File: src/rtl/i2c_cmd_arbiter_if.sv
// rtl/i2c_cmd_arbiter_if.sv - requester, manager and status signals of the I2C command arbiter
// slave modport is the arbiter's view; master is the view of whatever drives requesters and manager.
interface i2c_cmd_arbiter_if #(
   parameter int NUM_REQ     = 2,
   parameter int BURST_WIDTH = 4
);
   logic [NUM_REQ-1:0]                  i_req_valid;
   logic [NUM_REQ-1:0]                  i_req_we;
   logic [NUM_REQ-1:0]                  i_req_sccb_mode;
   logic [NUM_REQ-1:0][6:0]             i_req_addr_slave;
   logic [NUM_REQ-1:0][7:0]             i_req_addr_reg;
   logic [NUM_REQ-1:0][BURST_WIDTH-1:0] i_req_burst_num;
   logic [NUM_REQ-1:0]                  o_req_ready;
   logic [NUM_REQ-1:0]                  i_req_wr_valid;
   logic [NUM_REQ-1:0][7:0]             i_req_wr_byte;
   logic [NUM_REQ-1:0]                  o_req_wr_ready;
   logic [NUM_REQ-1:0]                  o_req_rd_valid;
   logic [7:0]                          o_req_rd_byte;
   logic [NUM_REQ-1:0]                  i_req_rd_ready;
   logic                                o_valid;
   logic                                o_we;
   logic                                o_sccb_mode;
   logic [6:0]                          o_addr_slave;
   logic [7:0]                          o_addr_reg;
   logic [BURST_WIDTH-1:0]              o_burst_num;
   logic                                i_ready;
   logic                                o_valid_wr_byte;
   logic [7:0]                          o_wr_byte;
   logic                                i_ready_wr_byte;
   logic                                i_rd_valid;
   logic [7:0]                          i_rd_byte;
   logic                                o_ready_rd_byte;
   logic [NUM_REQ-1:0]                  o_grant;
   logic                                o_busy;
   logic                                o_timeout;

   modport slave (
      input  i_req_valid, i_req_we, i_req_sccb_mode, i_req_addr_slave, i_req_addr_reg,
             i_req_burst_num, i_req_wr_valid, i_req_wr_byte, i_req_rd_ready,
             i_ready, i_ready_wr_byte, i_rd_valid, i_rd_byte,
      output o_req_ready, o_req_wr_ready, o_req_rd_valid, o_req_rd_byte,
             o_valid, o_we, o_sccb_mode, o_addr_slave, o_addr_reg, o_burst_num,
             o_valid_wr_byte, o_wr_byte, o_ready_rd_byte, o_grant, o_busy, o_timeout
   );

   modport master (
      output i_req_valid, i_req_we, i_req_sccb_mode, i_req_addr_slave, i_req_addr_reg,
             i_req_burst_num, i_req_wr_valid, i_req_wr_byte, i_req_rd_ready,
             i_ready, i_ready_wr_byte, i_rd_valid, i_rd_byte,
      input  o_req_ready, o_req_wr_ready, o_req_rd_valid, o_req_rd_byte,
             o_valid, o_we, o_sccb_mode, o_addr_slave, o_addr_reg, o_burst_num,
             o_valid_wr_byte, o_wr_byte, o_ready_rd_byte, o_grant, o_busy, o_timeout
   );
endinterface

File: src/rtl/i2c_cmd_arbiter.sv
// rtl/i2c_cmd_arbiter.sv - round-robin, transaction-granular arbiter in front of the I2C request manager
// Optional DATA stall abort is built when I2C_ARB_TIMEOUT_EN is defined.
module i2c_cmd_arbiter #(
   parameter int NUM_REQ        = 2,
   parameter int BURST_WIDTH    = 4,
   parameter int TIMEOUT_CYCLES = 65535
) (
   input logic              i_clk,
   input logic              i_rst,
   i2c_cmd_arbiter_if.slave bus
);
   localparam int IDX_W = (NUM_REQ > 1) ? $clog2(NUM_REQ) : 1;
   localparam logic [BURST_WIDTH:0] CNT_ONE = (BURST_WIDTH+1)'(1);

   typedef enum logic [1:0] {IDLE, CMD, DATA, RELEASE} state_t;

   state_t                 state, state_nxt;
   logic [NUM_REQ-1:0]     grant, grant_nxt;
   logic [IDX_W-1:0]       gidx, gidx_nxt;
   logic [IDX_W-1:0]       rr_ptr, rr_ptr_nxt;
   logic [BURST_WIDTH:0]   count, count_nxt;
   logic                   we_q, we_nxt;
   logic                   sccb_q, sccb_nxt;
   logic                   found;
   logic [IDX_W-1:0]       pick;
   logic                   data_hs;
   logic                   timeout;

   // First valid requester at or after rr_ptr, wrapping modulo NUM_REQ.
   always_comb begin
      int unsigned idx;
      idx   = 0;
      found = 1'b0;
      pick  = '0;
      for (int i = 0; i < NUM_REQ; i++) begin
         idx = 32'(rr_ptr) + 32'(i);
         if (idx >= 32'(NUM_REQ)) idx = idx - 32'(NUM_REQ);
         if (!found && bus.i_req_valid[idx]) begin
            found = 1'b1;
            pick  = IDX_W'(idx);
         end
      end
   end

   assign data_hs = (state == DATA) &&
                    (we_q ? (bus.i_req_wr_valid[gidx] && bus.i_ready_wr_byte)
                          : (bus.i_rd_valid && bus.i_req_rd_ready[gidx]));

`ifdef I2C_ARB_TIMEOUT_EN
   logic [31:0] stall_cnt;

   always_ff @(posedge i_clk) begin
      if (i_rst || state != DATA || data_hs) stall_cnt <= '0;
      else                                   stall_cnt <= stall_cnt + 32'd1;
   end

   // Fires in the TIMEOUT_CYCLES-th consecutive DATA cycle without a byte handshake.
   assign timeout = (state == DATA) && !data_hs && (stall_cnt == 32'(TIMEOUT_CYCLES - 1));
`else
   assign timeout = 1'b0;
`endif

   always_ff @(posedge i_clk) begin
      if (i_rst) begin
         state  <= IDLE;
         grant  <= '0;
         gidx   <= '0;
         rr_ptr <= '0;
         count  <= '0;
         we_q   <= 1'b0;
         sccb_q <= 1'b0;
      end else begin
         state  <= state_nxt;
         grant  <= grant_nxt;
         gidx   <= gidx_nxt;
         rr_ptr <= rr_ptr_nxt;
         count  <= count_nxt;
         we_q   <= we_nxt;
         sccb_q <= sccb_nxt;
      end
   end

   always_comb begin
      state_nxt  = state;
      grant_nxt  = grant;
      gidx_nxt   = gidx;
      rr_ptr_nxt = rr_ptr;
      count_nxt  = count;
      we_nxt     = we_q;
      sccb_nxt   = sccb_q;
      case (state)
         IDLE: begin
            if (found) begin
               grant_nxt = NUM_REQ'(1) << pick;
               gidx_nxt  = pick;
               state_nxt = CMD;
            end
         end
         CMD: begin
            if (bus.i_req_valid[gidx] && bus.i_ready) begin
               we_nxt    = bus.i_req_we[gidx];
               sccb_nxt  = bus.i_req_sccb_mode[gidx];
               // SCCB transactions always carry exactly one data byte.
               count_nxt = bus.i_req_sccb_mode[gidx] ? CNT_ONE
                                                     : {1'b0, bus.i_req_burst_num[gidx]} + CNT_ONE;
               state_nxt = DATA;
            end
         end
         DATA: begin
            if (timeout) begin
               state_nxt = RELEASE;
            end else if (data_hs) begin
               count_nxt = count - CNT_ONE;
               if (count == CNT_ONE) state_nxt = RELEASE;
            end
         end
         RELEASE: begin
            rr_ptr_nxt = (gidx == IDX_W'(NUM_REQ - 1)) ? '0 : gidx + IDX_W'(1);
            grant_nxt  = '0;
            state_nxt  = IDLE;
         end
         default: state_nxt = IDLE;
      endcase
   end

   always_comb begin
      bus.o_req_ready     = '0;
      bus.o_req_wr_ready  = '0;
      bus.o_req_rd_valid  = '0;
      bus.o_req_rd_byte   = '0;
      bus.o_valid         = 1'b0;
      bus.o_we            = 1'b0;
      bus.o_sccb_mode     = 1'b0;
      bus.o_addr_slave    = '0;
      bus.o_addr_reg      = '0;
      bus.o_burst_num     = '0;
      bus.o_valid_wr_byte = 1'b0;
      bus.o_wr_byte       = '0;
      bus.o_ready_rd_byte = 1'b0;
      case (state)
         CMD: begin
            bus.o_valid           = bus.i_req_valid[gidx];
            bus.o_we              = bus.i_req_we[gidx];
            bus.o_sccb_mode       = bus.i_req_sccb_mode[gidx];
            bus.o_addr_slave      = bus.i_req_addr_slave[gidx];
            bus.o_addr_reg        = bus.i_req_addr_reg[gidx];
            bus.o_burst_num       = bus.i_req_burst_num[gidx];
            bus.o_req_ready[gidx] = bus.i_ready;
         end
         DATA: begin
            if (we_q) begin
               bus.o_valid_wr_byte      = bus.i_req_wr_valid[gidx];
               bus.o_wr_byte            = bus.i_req_wr_byte[gidx];
               bus.o_req_wr_ready[gidx] = bus.i_ready_wr_byte;
            end else begin
               bus.o_req_rd_valid[gidx] = bus.i_rd_valid;
               bus.o_req_rd_byte        = bus.i_rd_byte;
               bus.o_ready_rd_byte      = bus.i_req_rd_ready[gidx];
            end
         end
         default: ;
      endcase
   end

   assign bus.o_grant   = grant;
   assign bus.o_busy    = (state != IDLE);
   assign bus.o_timeout = timeout;
endmodule

File: src/flat_wrapper.sv
// flat-port wrapper written by rule: the top's interface ports become plain ports
module i2c_cmd_arbiter_flat 
#(
   parameter int NUM_REQ        = 2,
   parameter int BURST_WIDTH    = 4,
   parameter int TIMEOUT_CYCLES = 65535
)
  (i_clk, i_rst, bus_i_req_valid, bus_i_req_we, bus_i_req_sccb_mode, bus_i_req_addr_slave, bus_i_req_addr_reg, bus_i_req_burst_num, bus_i_req_wr_valid, bus_i_req_wr_byte, bus_i_req_rd_ready, bus_i_ready, bus_i_ready_wr_byte, bus_i_rd_valid, bus_i_rd_byte, bus_o_req_ready, bus_o_req_wr_ready, bus_o_req_rd_valid, bus_o_req_rd_byte, bus_o_valid, bus_o_we, bus_o_sccb_mode, bus_o_addr_slave, bus_o_addr_reg, bus_o_burst_num, bus_o_valid_wr_byte, bus_o_wr_byte, bus_o_ready_rd_byte, bus_o_grant, bus_o_busy, bus_o_timeout);
  i2c_cmd_arbiter_if #(.NUM_REQ(NUM_REQ), .BURST_WIDTH(BURST_WIDTH)) bus_i ();
  input logic i_clk;
  input logic i_rst;
  input wire logic [$bits(bus_i.i_req_valid)-1:0] bus_i_req_valid;
  input wire logic [$bits(bus_i.i_req_we)-1:0] bus_i_req_we;
  input wire logic [$bits(bus_i.i_req_sccb_mode)-1:0] bus_i_req_sccb_mode;
  input wire logic [$bits(bus_i.i_req_addr_slave)-1:0] bus_i_req_addr_slave;
  input wire logic [$bits(bus_i.i_req_addr_reg)-1:0] bus_i_req_addr_reg;
  input wire logic [$bits(bus_i.i_req_burst_num)-1:0] bus_i_req_burst_num;
  input wire logic [$bits(bus_i.i_req_wr_valid)-1:0] bus_i_req_wr_valid;
  input wire logic [$bits(bus_i.i_req_wr_byte)-1:0] bus_i_req_wr_byte;
  input wire logic [$bits(bus_i.i_req_rd_ready)-1:0] bus_i_req_rd_ready;
  input wire logic [$bits(bus_i.i_ready)-1:0] bus_i_ready;
  input wire logic [$bits(bus_i.i_ready_wr_byte)-1:0] bus_i_ready_wr_byte;
  input wire logic [$bits(bus_i.i_rd_valid)-1:0] bus_i_rd_valid;
  input wire logic [$bits(bus_i.i_rd_byte)-1:0] bus_i_rd_byte;
  output wire logic [$bits(bus_i.o_req_ready)-1:0] bus_o_req_ready;
  output wire logic [$bits(bus_i.o_req_wr_ready)-1:0] bus_o_req_wr_ready;
  output wire logic [$bits(bus_i.o_req_rd_valid)-1:0] bus_o_req_rd_valid;
  output wire logic [$bits(bus_i.o_req_rd_byte)-1:0] bus_o_req_rd_byte;
  output wire logic [$bits(bus_i.o_valid)-1:0] bus_o_valid;
  output wire logic [$bits(bus_i.o_we)-1:0] bus_o_we;
  output wire logic [$bits(bus_i.o_sccb_mode)-1:0] bus_o_sccb_mode;
  output wire logic [$bits(bus_i.o_addr_slave)-1:0] bus_o_addr_slave;
  output wire logic [$bits(bus_i.o_addr_reg)-1:0] bus_o_addr_reg;
  output wire logic [$bits(bus_i.o_burst_num)-1:0] bus_o_burst_num;
  output wire logic [$bits(bus_i.o_valid_wr_byte)-1:0] bus_o_valid_wr_byte;
  output wire logic [$bits(bus_i.o_wr_byte)-1:0] bus_o_wr_byte;
  output wire logic [$bits(bus_i.o_ready_rd_byte)-1:0] bus_o_ready_rd_byte;
  output wire logic [$bits(bus_i.o_grant)-1:0] bus_o_grant;
  output wire logic [$bits(bus_i.o_busy)-1:0] bus_o_busy;
  output wire logic [$bits(bus_i.o_timeout)-1:0] bus_o_timeout;
  assign bus_i.i_req_valid = bus_i_req_valid;
  assign bus_i.i_req_we = bus_i_req_we;
  assign bus_i.i_req_sccb_mode = bus_i_req_sccb_mode;
  assign bus_i.i_req_addr_slave = bus_i_req_addr_slave;
  assign bus_i.i_req_addr_reg = bus_i_req_addr_reg;
  assign bus_i.i_req_burst_num = bus_i_req_burst_num;
  assign bus_i.i_req_wr_valid = bus_i_req_wr_valid;
  assign bus_i.i_req_wr_byte = bus_i_req_wr_byte;
  assign bus_i.i_req_rd_ready = bus_i_req_rd_ready;
  assign bus_i.i_ready = bus_i_ready;
  assign bus_i.i_ready_wr_byte = bus_i_ready_wr_byte;
  assign bus_i.i_rd_valid = bus_i_rd_valid;
  assign bus_i.i_rd_byte = bus_i_rd_byte;
  assign bus_o_req_ready = bus_i.o_req_ready;
  assign bus_o_req_wr_ready = bus_i.o_req_wr_ready;
  assign bus_o_req_rd_valid = bus_i.o_req_rd_valid;
  assign bus_o_req_rd_byte = bus_i.o_req_rd_byte;
  assign bus_o_valid = bus_i.o_valid;
  assign bus_o_we = bus_i.o_we;
  assign bus_o_sccb_mode = bus_i.o_sccb_mode;
  assign bus_o_addr_slave = bus_i.o_addr_slave;
  assign bus_o_addr_reg = bus_i.o_addr_reg;
  assign bus_o_burst_num = bus_i.o_burst_num;
  assign bus_o_valid_wr_byte = bus_i.o_valid_wr_byte;
  assign bus_o_wr_byte = bus_i.o_wr_byte;
  assign bus_o_ready_rd_byte = bus_i.o_ready_rd_byte;
  assign bus_o_grant = bus_i.o_grant;
  assign bus_o_busy = bus_i.o_busy;
  assign bus_o_timeout = bus_i.o_timeout;
  i2c_cmd_arbiter #(.NUM_REQ(NUM_REQ), .BURST_WIDTH(BURST_WIDTH), .TIMEOUT_CYCLES(TIMEOUT_CYCLES)) u_core (.i_clk(i_clk), .i_rst(i_rst), .bus(bus_i));
endmodule
File: config.mk
export PLATFORM = sky130hd
export DESIGN_NAME = i2c_cmd_arbiter_flat
export DESIGN_NICKNAME = d
export VERILOG_FILES = /design/src/rtl/i2c_cmd_arbiter_if.sv /design/src/rtl/i2c_cmd_arbiter.sv /design/src/flat_wrapper.sv
export SDC_FILE = /design/constraint.sdc
export NUM_CORES = 1
export LEC_CHECK = 0
export ABC_AREA = 1
export BUFFER_PORTS_ARGS = -buffer_cell sky130_fd_sc_hd__buf_4
export CELL_PAD_IN_SITES_DETAIL_PLACEMENT = 1
export CELL_PAD_IN_SITES_GLOBAL_PLACEMENT = 1
export CORE_MARGIN = 2
export CORE_UTILIZATION = 23
export DETAILED_ROUTE_END_ITERATION = 12
export PLACE_DENSITY = 0.83
export SETUP_SLACK_MARGIN = 0.3
export SLEW_MARGIN = 20
export SYNTH_ARGS = -nofsm -noshare
export SYNTH_HDL_FRONTEND = slang
export SYNTH_SLANG_ARGS = --single-unit
File: constraint.sdc
create_clock -name i_clk -period 1.8 [get_ports i_clk]
set_input_delay 0.09 -clock i_clk [delete_from_list [all_inputs] [get_ports i_clk]]
set_output_delay 0.09 -clock i_clk [all_outputs]
set_load 0.03 [all_outputs]
==> run summary <==
Global-route wire length before repair - 11,610 µm
# clock sinks - 12
DRT Wirelength - 7380 µm
Unrepaired setup endpoints after global routing - yes
Setup Viol. Count Final - 0
Ant. Diodes - 0
Clock Skew - 4.971 ps
Syn. warnings - 0
Compound-Gate Fraction of Synth Area - 12.92%
Total number of H-tree levels - 1
Via count of the first global-routing pass - 2,424
Fin nets - 494
Endpoint, Worst Hold - u_core.gidx
Cells on worst reg2reg path - 11
CP Capture Type - primary output
Worst Path Arrival - 1400 ps
Initial Util - 23.60%
Syn_nets - 360
Largest net degree at the start of global routing - 28
PwrDens - 1123 nW/µm²
Hold Slack - 57.42 ps
Synth area leaders - nand2_1 (24%), dfxtp_1 (16%), nor2_1 (11%)
Mapped Area - 1481 µm²
R2R setup slack - 370 ps
Status - completed
Cell count after synthesis - 275
CTS Buf Count - 3
Buffers on Ports - 125
Cell taking the most area after synthesis - nand2_1
Row cnt - 29
P&R area growth vs syn - 98.65%
DRT iter0 DRCs - 47
Footprint of the multi-input gates - 1260 µm²
Seq/Total Area, Yosys - 16.22%
Most frequent cells in the layout - buf_4 (127), nand2_1 (87), nor2_1 (41)
Final Util - 46.88%
Vias/cell - 4.752
GRT Overall Usage - 19.59%
Total die area - 7099 µm²
Final min period - 1494 ps
Mux cell area share after synthesis - 0%
Main combinational cell family by area after synthesis - simple AND/OR/NAND/NOR gates
Simple-Gate Fraction of Synth Area - 48.23%
Hold Path Stages - 2
DRC - 0
Post-DP HPWL - 5474 µm
Crit path kind - flip-flop to primary output
Max Fclk - 669.5 MHz
Remaining antenna violation count - 0
Clk root buf - clkbuf_8
Clock latency on the worst-skew pair - 240 ps
Avg WL per Cell - 15.25 µm
Fill count - 840
First-pass DRT Iterations - 4
Ports - 127
Total gr overflow - 0
Crit-path max FO - 10
Library cells used by synthesis - 26
Die height - 84.26 µm
CTS Buffer Depth - 2
Post-Synth XOR/XNOR Area - 1.182%
Seq cells post-synth - 12
Clock slew at reported path FFs - 60 ps
Max-cap violations - 0
Hold_sp - i_rst
Mean Syn Cell Area - 5.387 µm²
Data required time of the worst path - 1710 ps
RePlAce Congestion - 0.8116
CORE AREA - 6277 µm²
Worst Setup Start Kind - flip-flop
Area share of fa/ha/maj cells after synthesis - 6.757%
Share of layout cells above drive strength 1 - 47.91%
Via Count - 2,300
R2R Path End - u_core.state[1]
Yosys top cell area share - 23.56%
Final Hold Viols - 0
Reg area - 251.5 µm²
R2r startpoint - u_core.state[0]
Static leakage - 1.552 nW
Setup TNS - 0 ps
Worst min path class - input port to flip-flop
Most common cell after layout, fill and taps aside - buf_4
Die width - 84.26 µm
Slew Limit Fails - 0
Fin crit share - 82.98%
CTS tree - yes
Worst vdd ir - 0.4375 mV
Initial antenna violation count - 0
[worst max path at each step]
stage	from	endpoint	cells after the start
floorplan	u_core.state[0]	bus_o_req_rd_valid[0]	5
detailed placement	u_core.state[1]	u_core.we_q	7
global placement	u_core.state[1]	u_core.we_q	7
CTS	u_core.state[0]	bus_o_wr_byte[0]	6
finish	u_core.state[1]	bus_o_req_ready[0]	6
global route	u_core.state[0]	bus_o_wr_byte[0]	6
[routing by layer]
metal / global-route usage, % / wire length (µm)
met5: 0 / 0
met1: 22.32 / 2904
met2: 37.37 / 3906
met3: 3.245 / 389
met4: 5.132 / 180
[synth_stat cells]
cell,number
conb_1,1
o22ai_1,1
clkinv_1,1
a21oi_1,26
o21ai_4,1
clkbuf_1,2
nand2_1,93
dfxtp_1,12
nor2_1,42
nand2_2,1
ha_1,8
o21ai_0,6
inv_8,1
a21oi_2,1
xnor2_1,1
nand4_1,6
buf_6,2
xor2_1,1
nand3_4,1
buf_4,1
nor3_1,13
nand2_4,1
nand3_1,10
nand3_2,2
inv_1,35
buf_2,6
[report_power, final]
| part | total [mW] | leakage (nW) | switching [mW] | internal (mW) |
|---|---|---|---|---|
| clock | 0.252 | 0.0216 | 0.105 | 0.148 |
| combinational | 2.59 | 1.43 | 1.56 | 1.03 |
| sequential | 0.467 | 0.101 | 0.0914 | 0.376 |
| total | 3.31 | 1.55 | 1.75 | 1.55 |
[cell type report]
type / instances / area share [%]
well taps: 77 / 3.274
multi-input cells: 215 / 42.81
repair buffers: 140 / 38.56
clock buffers: 3 / 1.403
inverters: 37 / 5.400
flip-flops and latches: 12 / 8.546
[cells by family (layout without fill, tap and decap cells)]
logic type      Yosys count  in the layout
buf+inv                  48            180
compound gates           35             35
simple gates            169            169
fa+ha+maj                 8              8
flops                    12             12
other cells               1              1
xor+xnor                  2              2
[metrics by stage]
step	std cells	power [mW]	instance area, µm²	setup slack, ps
6_report	484	3.306	2943	306.3
3_3_place_gp	472	2.565	2597	229.5
5_1_grt	484	3.577	2943	241.7
2_1_floorplan	275	1.885	1573	118.3
4_1_cts	480	3.051	2764	291.7
3_5_place_dp	472	2.623	2597	171.4
[state kept, by name (all words and copies together) (netlist names)]
signal and flops:
u_core.state 2, u_core.bus.o_grant 2, u_core.rr_ptr 1, u_core.we_q 1, u_core.gidx 1, u_core.count 5
[critical path, cell delays in order (launching register included)]
cell,delay (ps)
dfxtp_4,360
inv_4,100
ha_4,180
inv_8,60
buf_12,140
nor3_2,140
buf_4,180
[timing repair]
item,CTS,global route
gates resized for setup,28,35
pin swaps,0,8
cloned,1,1
hold endpoints to repair,0,0
hold buffers,0,0
buffers inserted,4,3
setup endpoints to repair,54,35
Note: power is estimated with default switching activity, not from simulation.
